--- config.mk ---
export PLATFORM = sky130hd
export DESIGN_NAME = gat_input_loader
export DESIGN_NICKNAME = d
export VERILOG_FILES = /design/src/rtl/gat_pkg.sv /design/src/rtl/beat_assembler.sv /design/src/rtl/gat_input_loader.sv
export SDC_FILE = /design/constraint.sdc
export NUM_CORES = 1
export LEC_CHECK = 0
export CORE_AREA = 2 2 160 162
export CTS_BUF_LIST = sky130_fd_sc_hd__clkbuf_8
export DETAILED_ROUTE_END_ITERATION = 12
export DIE_AREA = 0 0 162 164
export RECOVER_POWER = 100
export SLEW_MARGIN = 20
export SYNTH_ARGS = -nofsm -noshare
export SYNTH_HDL_FRONTEND = slang
export SYNTH_SLANG_ARGS = --single-unit
--- constraint.sdc ---
create_clock -name clk -period 9.45 [get_ports clk]
set_input_delay 1.89 -clock clk [delete_from_list [all_inputs] [get_ports clk]]
set_output_delay 1.89 -clock clk [all_outputs]
set_load 0.02 [all_outputs]
--- src/rtl/gat_pkg.sv ---
// Shared constants and types for the GAT input loader.
// Region geometry here must track the memory_controller BRAM sizes.
package gat_pkg;

    localparam int NUM_LOAD_REGIONS = 5;

    localparam int H_DATA_WIDTH    = 64;
    localparam int NODE_INFO_WIDTH = 40;
    localparam int DATA_WIDTH      = 32;
    localparam int NUM_NODE_WIDTH  = 16;

    localparam int H_DATA_DEPTH    = 16;
    localparam int NODE_INFO_DEPTH = 16;
    localparam int WEIGHT_DEPTH    = 16;
    localparam int A_DEPTH         = 16;
    localparam int NUM_NODE_DEPTH  = 4;

    localparam int LOAD_W [NUM_LOAD_REGIONS] = '{
        H_DATA_WIDTH, NODE_INFO_WIDTH, DATA_WIDTH,
        DATA_WIDTH, NUM_NODE_WIDTH
    };

    localparam int LOAD_DEPTH [NUM_LOAD_REGIONS] = '{
        H_DATA_DEPTH, NODE_INFO_DEPTH, WEIGHT_DEPTH,
        A_DEPTH, NUM_NODE_DEPTH
    };

    typedef enum logic [2:0] {
        LD_IDLE,
        LD_HDR,
        LD_DATA,
        LD_CHK,
        LD_FLUSH,
        LD_DONE,
        LD_ERR
    } load_state_e;

    typedef enum logic [1:0] {
        ERR_NONE,
        ERR_COUNT,
        ERR_FRAME,
        ERR_CSUM
    } load_err_e;

    function automatic int load_w(input int r);
        return LOAD_W[r];
    endfunction

    function automatic int load_depth(input int r);
        return LOAD_DEPTH[r];
    endfunction

    function automatic int load_bpe(input int r, input int din_w);
        return (LOAD_W[r] + din_w - 1) / din_w;
    endfunction

endpackage

--- src/rtl/beat_assembler.sv ---
// Little-endian beat packer: first beat lands in the low DIN_W bits.
// MAX_W must be a multiple of DIN_W.
module beat_assembler #(
    parameter int DIN_W = 32,
    parameter int MAX_W = 64,
    parameter int BPE_W = 2
) (
    input  logic             clk,
    input  logic             rst_n,
    input  logic             clr,
    input  logic             beat_vld,
    input  logic [DIN_W-1:0] beat,
    input  logic [BPE_W-1:0] bpe,
    output logic [MAX_W-1:0] entry,
    output logic             entry_vld
);

    localparam int NB = MAX_W / DIN_W;

    logic [MAX_W-1:0] acc_q;
    logic [BPE_W-1:0] cnt_q;

    // entry is the word as it will look once the current beat is merged
    always_comb begin
        entry = acc_q;
        for (int i = 0; i < NB; i++) begin
            if (cnt_q == BPE_W'(i)) begin
                entry[i*DIN_W +: DIN_W] = beat;
            end
        end
    end

    assign entry_vld = beat_vld && (cnt_q == bpe - 1'b1);

    always_ff @(posedge clk or negedge rst_n) begin
        if (!rst_n) begin
            acc_q <= '0;
            cnt_q <= '0;
        end else if (clr) begin
            acc_q <= '0;
            cnt_q <= '0;
        end else if (beat_vld) begin
            if (entry_vld) begin
                acc_q <= '0;
                cnt_q <= '0;
            end else begin
                acc_q <= entry;
                cnt_q <= cnt_q + 1'b1;
            end
        end
    end

endmodule

--- src/rtl/gat_input_loader.sv ---
// PS->PL stream loader filling the five GAT BRAM regions in order.
// Optional per-region XOR trailer beat: define LOAD_CHECKSUM_EN.
module gat_input_loader
    import gat_pkg::*;
#(
    parameter int DIN_W  = 32,
    parameter int MAX_W  = 64,
    parameter int ADDR_W = 16
) (
    input  logic                        clk,
    input  logic                        rst_n,
    input  logic                        start,
    input  logic [DIN_W-1:0]            s_data,
    input  logic                        s_valid,
    output logic                        s_ready,
    input  logic                        s_last,
    output logic [MAX_W-1:0]            wr_data,
    output logic [ADDR_W-1:0]           wr_addr,
    output logic [NUM_LOAD_REGIONS-1:0] wr_ena,
    output logic [NUM_LOAD_REGIONS-1:0] load_done,
    output logic                        busy,
    output logic                        all_done,
    output logic                        err,
    output logic [1:0]                  err_code
);

    localparam int NB    = MAX_W / DIN_W;
    localparam int BPE_W = $clog2(NB + 1);
    localparam int LAST  = NUM_LOAD_REGIONS - 1;

`ifdef LOAD_CHECKSUM_EN
    localparam bit CHK_EN = 1'b1;
`else
    localparam bit CHK_EN = 1'b0;
`endif

    load_state_e state, state_n;
    load_err_e   err_n;

    logic [2:0]                  region;
    logic [ADDR_W-1:0]           cnt, idx, hdr_cnt;
    logic [NUM_LOAD_REGIONS-1:0] reg_oh, done_q, done_set;
    logic [MAX_W-1:0]            entry, masked;
    logic [BPE_W-1:0]            bpe;
    logic acc, entry_vld, last_reg, last_ent;
    logic go_start, go_err, hdr_take, fire;
    logic reg_end, mark_now;

    assign s_ready = (state == LD_HDR) || (state == LD_DATA)
                  || (state == LD_CHK);
    assign busy    = s_ready || (state == LD_FLUSH);
    assign acc     = s_valid && s_ready;

    assign hdr_cnt  = s_data[ADDR_W-1:0];
    assign reg_oh   = NUM_LOAD_REGIONS'(1) << region;
    assign last_reg = (region == 3'(LAST));
    assign last_ent = (idx == cnt - 1'b1);
    assign bpe      = BPE_W'(load_bpe(int'(region), DIN_W));

    beat_assembler #(
        .DIN_W (DIN_W),
        .MAX_W (MAX_W),
        .BPE_W (BPE_W)
    ) u_asm (
        .clk       (clk),
        .rst_n     (rst_n),
        .clr       (go_start || hdr_take),
        .beat_vld  (acc && (state == LD_DATA)),
        .beat      (s_data),
        .bpe       (bpe),
        .entry     (entry),
        .entry_vld (entry_vld)
    );

    always_comb begin
        masked = '0;
        for (int i = 0; i < MAX_W; i++) begin
            masked[i] = entry[i] && (i < load_w(int'(region)));
        end
    end

`ifdef LOAD_CHECKSUM_EN
    logic [DIN_W-1:0] csum;

    always_ff @(posedge clk or negedge rst_n) begin
        if (!rst_n) begin
            csum <= '0;
        end else if (go_start || hdr_take) begin
            csum <= '0;
        end else if (acc && (state == LD_DATA)) begin
            csum <= csum ^ s_data;
        end
    end
`endif

    always_comb begin
        state_n  = state;
        err_n    = ERR_NONE;
        go_start = 1'b0;
        go_err   = 1'b0;
        hdr_take = 1'b0;
        fire     = 1'b0;
        reg_end  = 1'b0;
        mark_now = 1'b0;
        unique case (state)
            LD_IDLE, LD_DONE, LD_ERR: begin
                if (start) begin
                    go_start = 1'b1;
                    state_n  = LD_HDR;
                end
            end
            LD_HDR: begin
                if (acc) begin
                    if (hdr_cnt >
                        ADDR_W'(load_depth(int'(region)))) begin
                        go_err = 1'b1;
                        err_n  = ERR_COUNT;
                    end else if (s_last != (last_reg && !CHK_EN
                                 && hdr_cnt == '0)) begin
                        go_err = 1'b1;
                        err_n  = ERR_FRAME;
                    end else begin
                        hdr_take = 1'b1;
                        if (hdr_cnt != '0) begin
                            state_n = LD_DATA;
                        end else if (CHK_EN) begin
                            state_n = LD_CHK;
                        end else begin
                            reg_end  = 1'b1;
                            mark_now = 1'b1;
                        end
                    end
                end
            end
            LD_DATA: begin
                if (acc) begin
                    if (s_last != (entry_vld && last_ent
                                   && last_reg && !CHK_EN)) begin
                        go_err = 1'b1;
                        err_n  = ERR_FRAME;
                    end else if (entry_vld) begin
                        fire = 1'b1;
                        if (last_ent) begin
                            if (CHK_EN) state_n = LD_CHK;
                            else        reg_end = 1'b1;
                        end
                    end
                end
            end
`ifdef LOAD_CHECKSUM_EN
            LD_CHK: begin
                if (acc) begin
                    if (s_data != csum) begin
                        go_err = 1'b1;
                        err_n  = ERR_CSUM;
                    end else if (s_last != last_reg) begin
                        go_err = 1'b1;
                        err_n  = ERR_FRAME;
                    end else begin
                        reg_end  = 1'b1;
                        mark_now = 1'b1;
                    end
                end
            end
`endif
            // last write still in flight; done lands one cycle later
            LD_FLUSH: begin
                if (done_q[LAST]) state_n = LD_DONE;
            end
            default: ;
        endcase
        if (reg_end) begin
            if (!last_reg)     state_n = LD_HDR;
            else if (mark_now) state_n = LD_DONE;
            else               state_n = LD_FLUSH;
        end
        if (go_err) state_n = LD_ERR;
    end

    assign done_set = done_q | (mark_now ? reg_oh : '0);

    always_ff @(posedge clk or negedge rst_n) begin
        if (!rst_n) begin
            state     <= LD_IDLE;
            region    <= '0;
            cnt       <= '0;
            idx       <= '0;
            done_q    <= '0;
            wr_data   <= '0;
            wr_addr   <= '0;
            wr_ena    <= '0;
            load_done <= '0;
            all_done  <= 1'b0;
            err       <= 1'b0;
            err_code  <= '0;
        end else begin
            state  <= state_n;
            wr_ena <= fire ? reg_oh : '0;
            if (fire) begin
                wr_data <= masked;
                wr_addr <= idx;
                idx     <= idx + 1'b1;
            end
            if (hdr_take) begin
                cnt <= hdr_cnt;
                idx <= '0;
            end
            if (reg_end && !last_reg) region <= region + 1'b1;
            done_q    <= (reg_end && !mark_now) ? reg_oh : '0;
            load_done <= load_done | done_set;
            if (done_set[LAST]) all_done <= 1'b1;
            if (go_err) begin
                err      <= 1'b1;
                err_code <= err_n;
            end
            if (go_start) begin
                region    <= '0;
                done_q    <= '0;
                load_done <= '0;
                all_done  <= 1'b0;
                err       <= 1'b0;
                err_code  <= '0;
            end
        end
    end

endmodule

* Word-level counts from Yosys, hierarchy flattened *
Memories as Yosys holds them, arrays and structs flattened.
Cells that the tools add are included.

word-level totals
  bits in read-only memories = 512
  register bits = 203
  output and inout port bits = 96
  memories = 2

operators by class
  equal/unequal tests = 18
  shift operators = 1
  mux-type cells = 70
  bitwise gates (word level) = 4
  $add $sub $neg = 8
  magnitude comparators = 66
  reduce and logical (&&, ||, !) cells = 91

memories
  name              depth  width  read ports  clocked after memory_dff  write ports  line           RTL
  (name not given)  8      32     1           0                         0            gat_pkg.sv:50  return LOAD_DEPTH[r];
  (name not given)  8      32     1           0                         0            gat_pkg.sv:46  return LOAD_W[r];

operator list
  cell                                                                                  number
  7-bit by 32-bit < comparator with 1-bit output, first input constant                  32
  6-bit by 32-bit < comparator with 1-bit output, first input constant                  16
  5-bit by 32-bit < comparator with 1-bit output, first input constant                  8
  64-bit 2-to-1 mux                                                                     3
  4-bit by 32-bit < comparator with 1-bit output, first input constant                  4
  32-bit 2-to-1 mux                                                                     4
  1-bit logical AND                                                                     72
  3-bit by 32-bit < comparator with 1-bit output, first input constant                  2
  16-bit 2-to-1 mux                                                                     4
  3-bit 2-to-1 mux                                                                      11
  32-bit by 7-bit adder with 32-bit output, second input constant                       1
  32-bit by 4-bit greater-or-equal comparator with 1-bit output, second input constant  1
  1-bit by 32-bit < comparator with 1-bit output, first input constant                  1
  2-bit by 32-bit < comparator with 1-bit output, first input constant                  1
  3-bit NOT with 32-bit output                                                          1
  32-bit by 2-bit subtractor with 32-bit output, second input constant                  1
  1-bit 2-to-1 mux                                                                      29
  5-bit 2-to-1 mux                                                                      5
  2-bit 2-to-1 mux                                                                      10
  4-bit != test, second input constant                                                  5
  16-bit by 1-bit adder with 16-bit output, second input constant                       1
  16-bit equality test                                                                  1
  16-bit > comparator                                                                   1
  16-bit logical NOT                                                                    1
  other kinds (28)                                                                      43

* Depth between registers and ports, before layout *
  word-level depth = 21
  depth in mapped cells = 13
  mapped depth without buffers = 10

* Cells and area by module *
A second synthesis with hierarchy kept.

unflattened totals
  cell total of the unflattened synthesis = 900
  area total of the unflattened synthesis = 9733.1 um^2

modules (own cells, without submodules)
  module            cells an instance  times used  area an instance (um^2)
  gat_input_loader  663                1           6467.5
  beat_assembler    237                1           3265.6

* Least setup slack after synthesis *
Ideal clock, no wire load.

  path type = in2reg
  start point = input s_valid
  end point = register wr_addr[14]
  cell stages on the path = 8
  setup time = 0.128 ns
  path slack = 5.301 ns
  arrival time = 4.022 ns
  path buffers = 3
  cells stage by stage = nor4bb_1 nand2_1 clkbuf_1 a211oi_2 nor2_1 buf_4 buf_6 mux2_1

on the way
  cells in the longest elaborated chain, start to end = 9
  elaborated cells on any way between the ends = 10
  those cells by class = eq/ne: 1; mux: 4; reduce/logical: 5

ends and longest elaborated chain
  element                line                     RTL
  from (decl)            gat_input_loader.sv:14   input logic s_valid,
  1-bit logical AND (*)  gat_input_loader.sv:52   assign acc = s_valid && s_ready;
  1-bit logical AND      gat_input_loader.sv:68   .beat_vld (acc && (state == LD_DATA)),
  1-bit logical AND      beat_assembler.sv:33     assign entry_vld = beat_vld && (cnt_q == bpe - 1'b1);
  1-bit logical AND      gat_input_loader.sv:137  if (s_last != (entry_vld && last_ent
  1-bit logical AND      gat_input_loader.sv:138  && last_reg && !CHK_EN)) begin
  1-bit != test          gat_input_loader.sv:137
  1-bit 2-to-1 mux       gat_input_loader.sv:137
  1-bit 2-to-1 mux (*)   gat_input_loader.sv:136  if (acc) begin
  1-bit 2-to-1 mux (*)   gat_input_loader.sv:105  unique case (state)
  to (signal assigned)   gat_input_loader.sv:201  wr_addr <= idx;
  to (decl)              gat_input_loader.sv:18   output logic [ADDR_W-1:0] wr_addr,

Every way passes the cells marked *; elsewhere a longest branch is shown, timed or not.
A chain may end at the register's enable or synchronous reset.

* Final worst setup path *
  start point = input s_data[15]
  end point = register u_asm.acc_q[57]

on the way
  cells in the longest elaborated chain, start to end = 9
  elaborated cells on any way between the ends = 11
  those cells by class = order compare: 1; eq/ne: 1; mux: 5; reduce/logical: 4

ends and longest elaborated chain
  element                                                         line                     RTL
  from (decl)                                                     gat_input_loader.sv:13   input logic [DIN_W-1:0] s_data,
  branches (longest 4 deep; another with 16-bit > comparator)     n/a
  1-bit 2-to-1 mux (*)                                            gat_input_loader.sv:114  if (hdr_cnt >
  1-bit 2-to-1 mux (*)                                            gat_input_loader.sv:113  if (acc) begin
  1-bit 2-to-1 mux (*)                                            gat_input_loader.sv:105
  1-bit logical OR (*)                                            gat_input_loader.sv:67   .clr (go_start || hdr_take),
  64-bit 2-to-1 mux / 2-bit nonzero test (equally long branches)  n/a
  to (signal assigned)                                            beat_assembler.sv:47     acc_q <= entry;
  to (decl)                                                       beat_assembler.sv:20     logic [MAX_W-1:0] acc_q;

Every way passes the cells marked *.

==> results.sh <==
export IMPL_synth_top_area_share_pct=50.7
export IMPL_synthArstFlopShare_pct=100
export IMPL_place_port_buffers=132
export IMPL_cts_setup_buffers=0
export IMPL_antenna_found_initial=1
export IMPL_power_density_nw_per_um2=224
export IMPL_power_share_switching_pct=32.4
export IMPL_cp_slowest_cell="clkbuf_1"
export IMPL_fin_worst_skew_ns=0.0124
export IMPL_detail_route_antenna_nets=0
export IMPL_synthCells=938
export IMPL_area_growth_pct=23.3
export IMPL_cp_arrival_ns=7.16
export IMPL_pwr_share_clk_pct=31.4
export IMPL_layout_nets=1105
export IMPL_p_comb_share_pct=27.4
export IMPL_violations="max-capacitance violations, max-slew violations"
export IMPL_nFillCells=2319
export IMPL_cts_root_buf="clkbuf_8"
export IMPL_coreArea_um2=24800
export IMPL_hp_class="flop to flop"
export IMPL_synth_warnings=0
export IMPL_slew_violations=192
export IMPL_drt_iter0_markers=538
export IMPL_clk_latency_ns=0.53
export IMPL_drt_pass1_iter_count=5
export IMPL_fp_dieW_um=162
export IMPL_synth_top_flop_cell="dfrtp_1"
export IMPL_endpoint_kind="flop"
export IMPL_synthDistinctLibCells=66
export IMPL_slowest_delay_ns=2.21
export IMPL_slew_limit_headroom_pct=-232
export IMPL_synth_commonest_cells="dfrtp_1, nor2_1, a22oi_1"
export IMPL_fin_crit_sh_pct=72.8
export IMPL_viasPerCell=5.38
export IMPL_hold_buffers=0
export IMPL_synth_nets=986
export IMPL_drcViolationCount=0
export IMPL_cts_resized=0
export IMPL_critPathKind="input pin to flop"
export IMPL_clk_pin_slew_ns=0.06
export IMPL_startpoint_type="input pin"
export IMPL_track_usage_pct=19.9
export IMPL_route_vias_total=7601
export IMPL_placed_cells=1347
export IMPL_fmaxAchievable_mhz=145
export IMPL_register_area_um2=5080
export IMPL_grt_pass1_wl_mm=42.1
export IMPL_tns_ns=0
export IMPL_ys_top_cells_by_area="dfrtp_1, mux2_2, mux2i_1"
export IMPL_crit_fanout=66
export IMPL_post_synth_top_count_cell="dfrtp_1"
export IMPL_totalWireLength_mm=25.6
export IMPL_layout_cells_non_filler=1412
export IMPL_cts_made_buffers=37
export IMPL_cts_max_level=2
export IMPL_required_ns=9.73
export IMPL_synth_edf_count=0
export IMPL_cts_tree="built"
export IMPL_hold_viol=0
export IMPL_boundaryPins=133
export IMPL_die_h_um=164
export IMPL_antennaDiodeCount=0
export IMPL_synth_top_area_cell="dfrtp_1"
export IMPL_timing_final_crit_period_ns=6.88
export IMPL_wl_per_cell_um=18.1
export IMPL_ys_ff_latch=203
export IMPL_synth_cell_area_um2=10000
export IMPL_initial_core_util_pct=40.4
export IMPL_synth_seq_area_share_pct=50.7
export IMPL_cts_sinks=203
export IMPL_synth_avg_cell_area_um2=10.7
export IMPL_num_rows=58
export IMPL_status="finished with violations"
export IMPL_setup_viol=0
export IMPL_netSwitchingPower_uw=898
export IMPL_grt_pass1_vias=7668
export IMPL_dieArea_um2=26600
export IMPL_grt_overflow=0
export IMPL_dp_hpwl_mm=16.3
export IMPL_tightest_slew_ns=4.98
export IMPL_drive_above_1_share_pct=12.4
export IMPL_intPower_mw=1.87
export IMPL_fin_util_pct=49.8
export IMPL_multi_input_area_um2=4600
export IMPL_p_leak_nw=6.15
export IMPL_maxCapViolations=3
export IMPL_gp_congestion=0.815
export IMPL_cts_buffer_depth=3
export IMPL_seqPwrFrac_pct=41.2
export IMPL_ir_drop_uv=129
export IMPL_grt_max_degree=93
export IMPL_path_cells="dlygate4sd3_1 -> nor4_1 -> nand3_1 -> nor3_1 -> xnor2_1 -> nand2_1 -> nand2_2 -> clkbuf_1 -> nor2_1"
export IMPL_rsz0062_at_grt="no"
## cells by family (layout without fill, tap and decap cells)
kind of cell	after synthesis	count (layout)	share of synthesized area, %
compound gates	156	156	11.1
xor+xnor	24	24	2.10
fa+ha+maj	11	11	1.37
buf+inv	85	229	3.58
flops	203	203	50.7
mux	157	157	16.9
simple gates	302	302	14.3
## flip-flops by register name, indices dropped and copies added (netlist names)
signal / count
u_asm.cnt_q: 2
err_code: 2
wr_addr: 16
load_done: 5
u_asm.acc_q: 64
state: 3
wr_data: 64
done_q: 5
idx: 16
wr_ena: 5
err: 1
region: 3
cnt: 16
all_done: 1
## final timing paths
path,startpoint,endpoint,slack (ns),depth (start not counted)
worst max-delay path,s_data[15],u_asm.acc_q[57],2.57,9
worst min-delay path,done_q[2],load_done[2],0.46,2
worst max register to register,cnt[0],wr_addr[3],2.95,11
worst min register to register,done_q[2],load_done[2],0.46,2
max in group asynchronous,rst_n,wr_data[48],3.51,1
min in group asynchronous,rst_n,wr_addr[10],3.16,1
## worst max-delay path, delay by kind of cell
kind,cells,cell delay (ns)
buf+inv,2,2.82
xor+xnor,1,0.22
simple gates,6,2.17
## power by group through the flow
stage,logic [mW],registers [mW],clock network (mW)
4_1_cts,0.794,1.14,0.893
5_1_grt,0.841,1.16,0.939
2_1_floorplan,0.432,1.20,0
3_3_place_gp,0.783,1.15,0
6_report,0.759,1.14,0.868
3_5_place_dp,0.792,1.15,0
## cell type report
cell class,instances,share of cell area (%)
Multi-Input combinational cell,650,37.3
Tap cell,330,3.34
Timing Repair Buffer,143,11.4
Clock buffer,46,5.12
Sequential cell,203,41.1
Clock inverter,18,1.12
Inverter,22,0.668
## placed cells by master, fill, tap and decap left out, types with 16 or more instances in the layout
cell type / Yosys / final
a21oi_1: 27 / 27
a22oi_1: 64 / 64
clkbuf_8: 0 / 46
clkdlybuf4s50_1: 0 / 33
dfrtp_1: 203 / 203
dlygate4sd3_1: 0 / 98
inv_1: 21 / 31
mux2_1: 40 / 40
mux2_2: 56 / 56
mux2i_1: 61 / 61
nand2_1: 44 / 42
nor2_1: 148 / 148
xnor2_1: 16 / 16
## per-stage QoR
stage	cell area [um2]	power [mW]	hold WS, ns	setup WS, ns
final	12400	2.77	0.459	2.57
after floorplan	10000	1.63	0.441	5.30
after global routing	12400	2.94	0.496	2.01
after detailed placement	11600	1.94	0.456	3.41
after CTS	12400	2.83	0.462	3.96
after global placement	11600	1.94	0.455	3.48
## routing by layer
| metal | part of all wire (%) | global-route usage (%) | vias up |
|---|---|---|---|
| met5 | 0.051 | 0 | - |
| met3 | 5.7 | 4.42 | 51 |
| met4 | 2.6 | 6.28 | 2 |
| met2 | 46 | 31.3 | 195 |
| met1 | 46 | 27.4 | 3751 |
| li1 | - | - | 3602 |
Note: power is estimated with default switching activity, not from simulation.
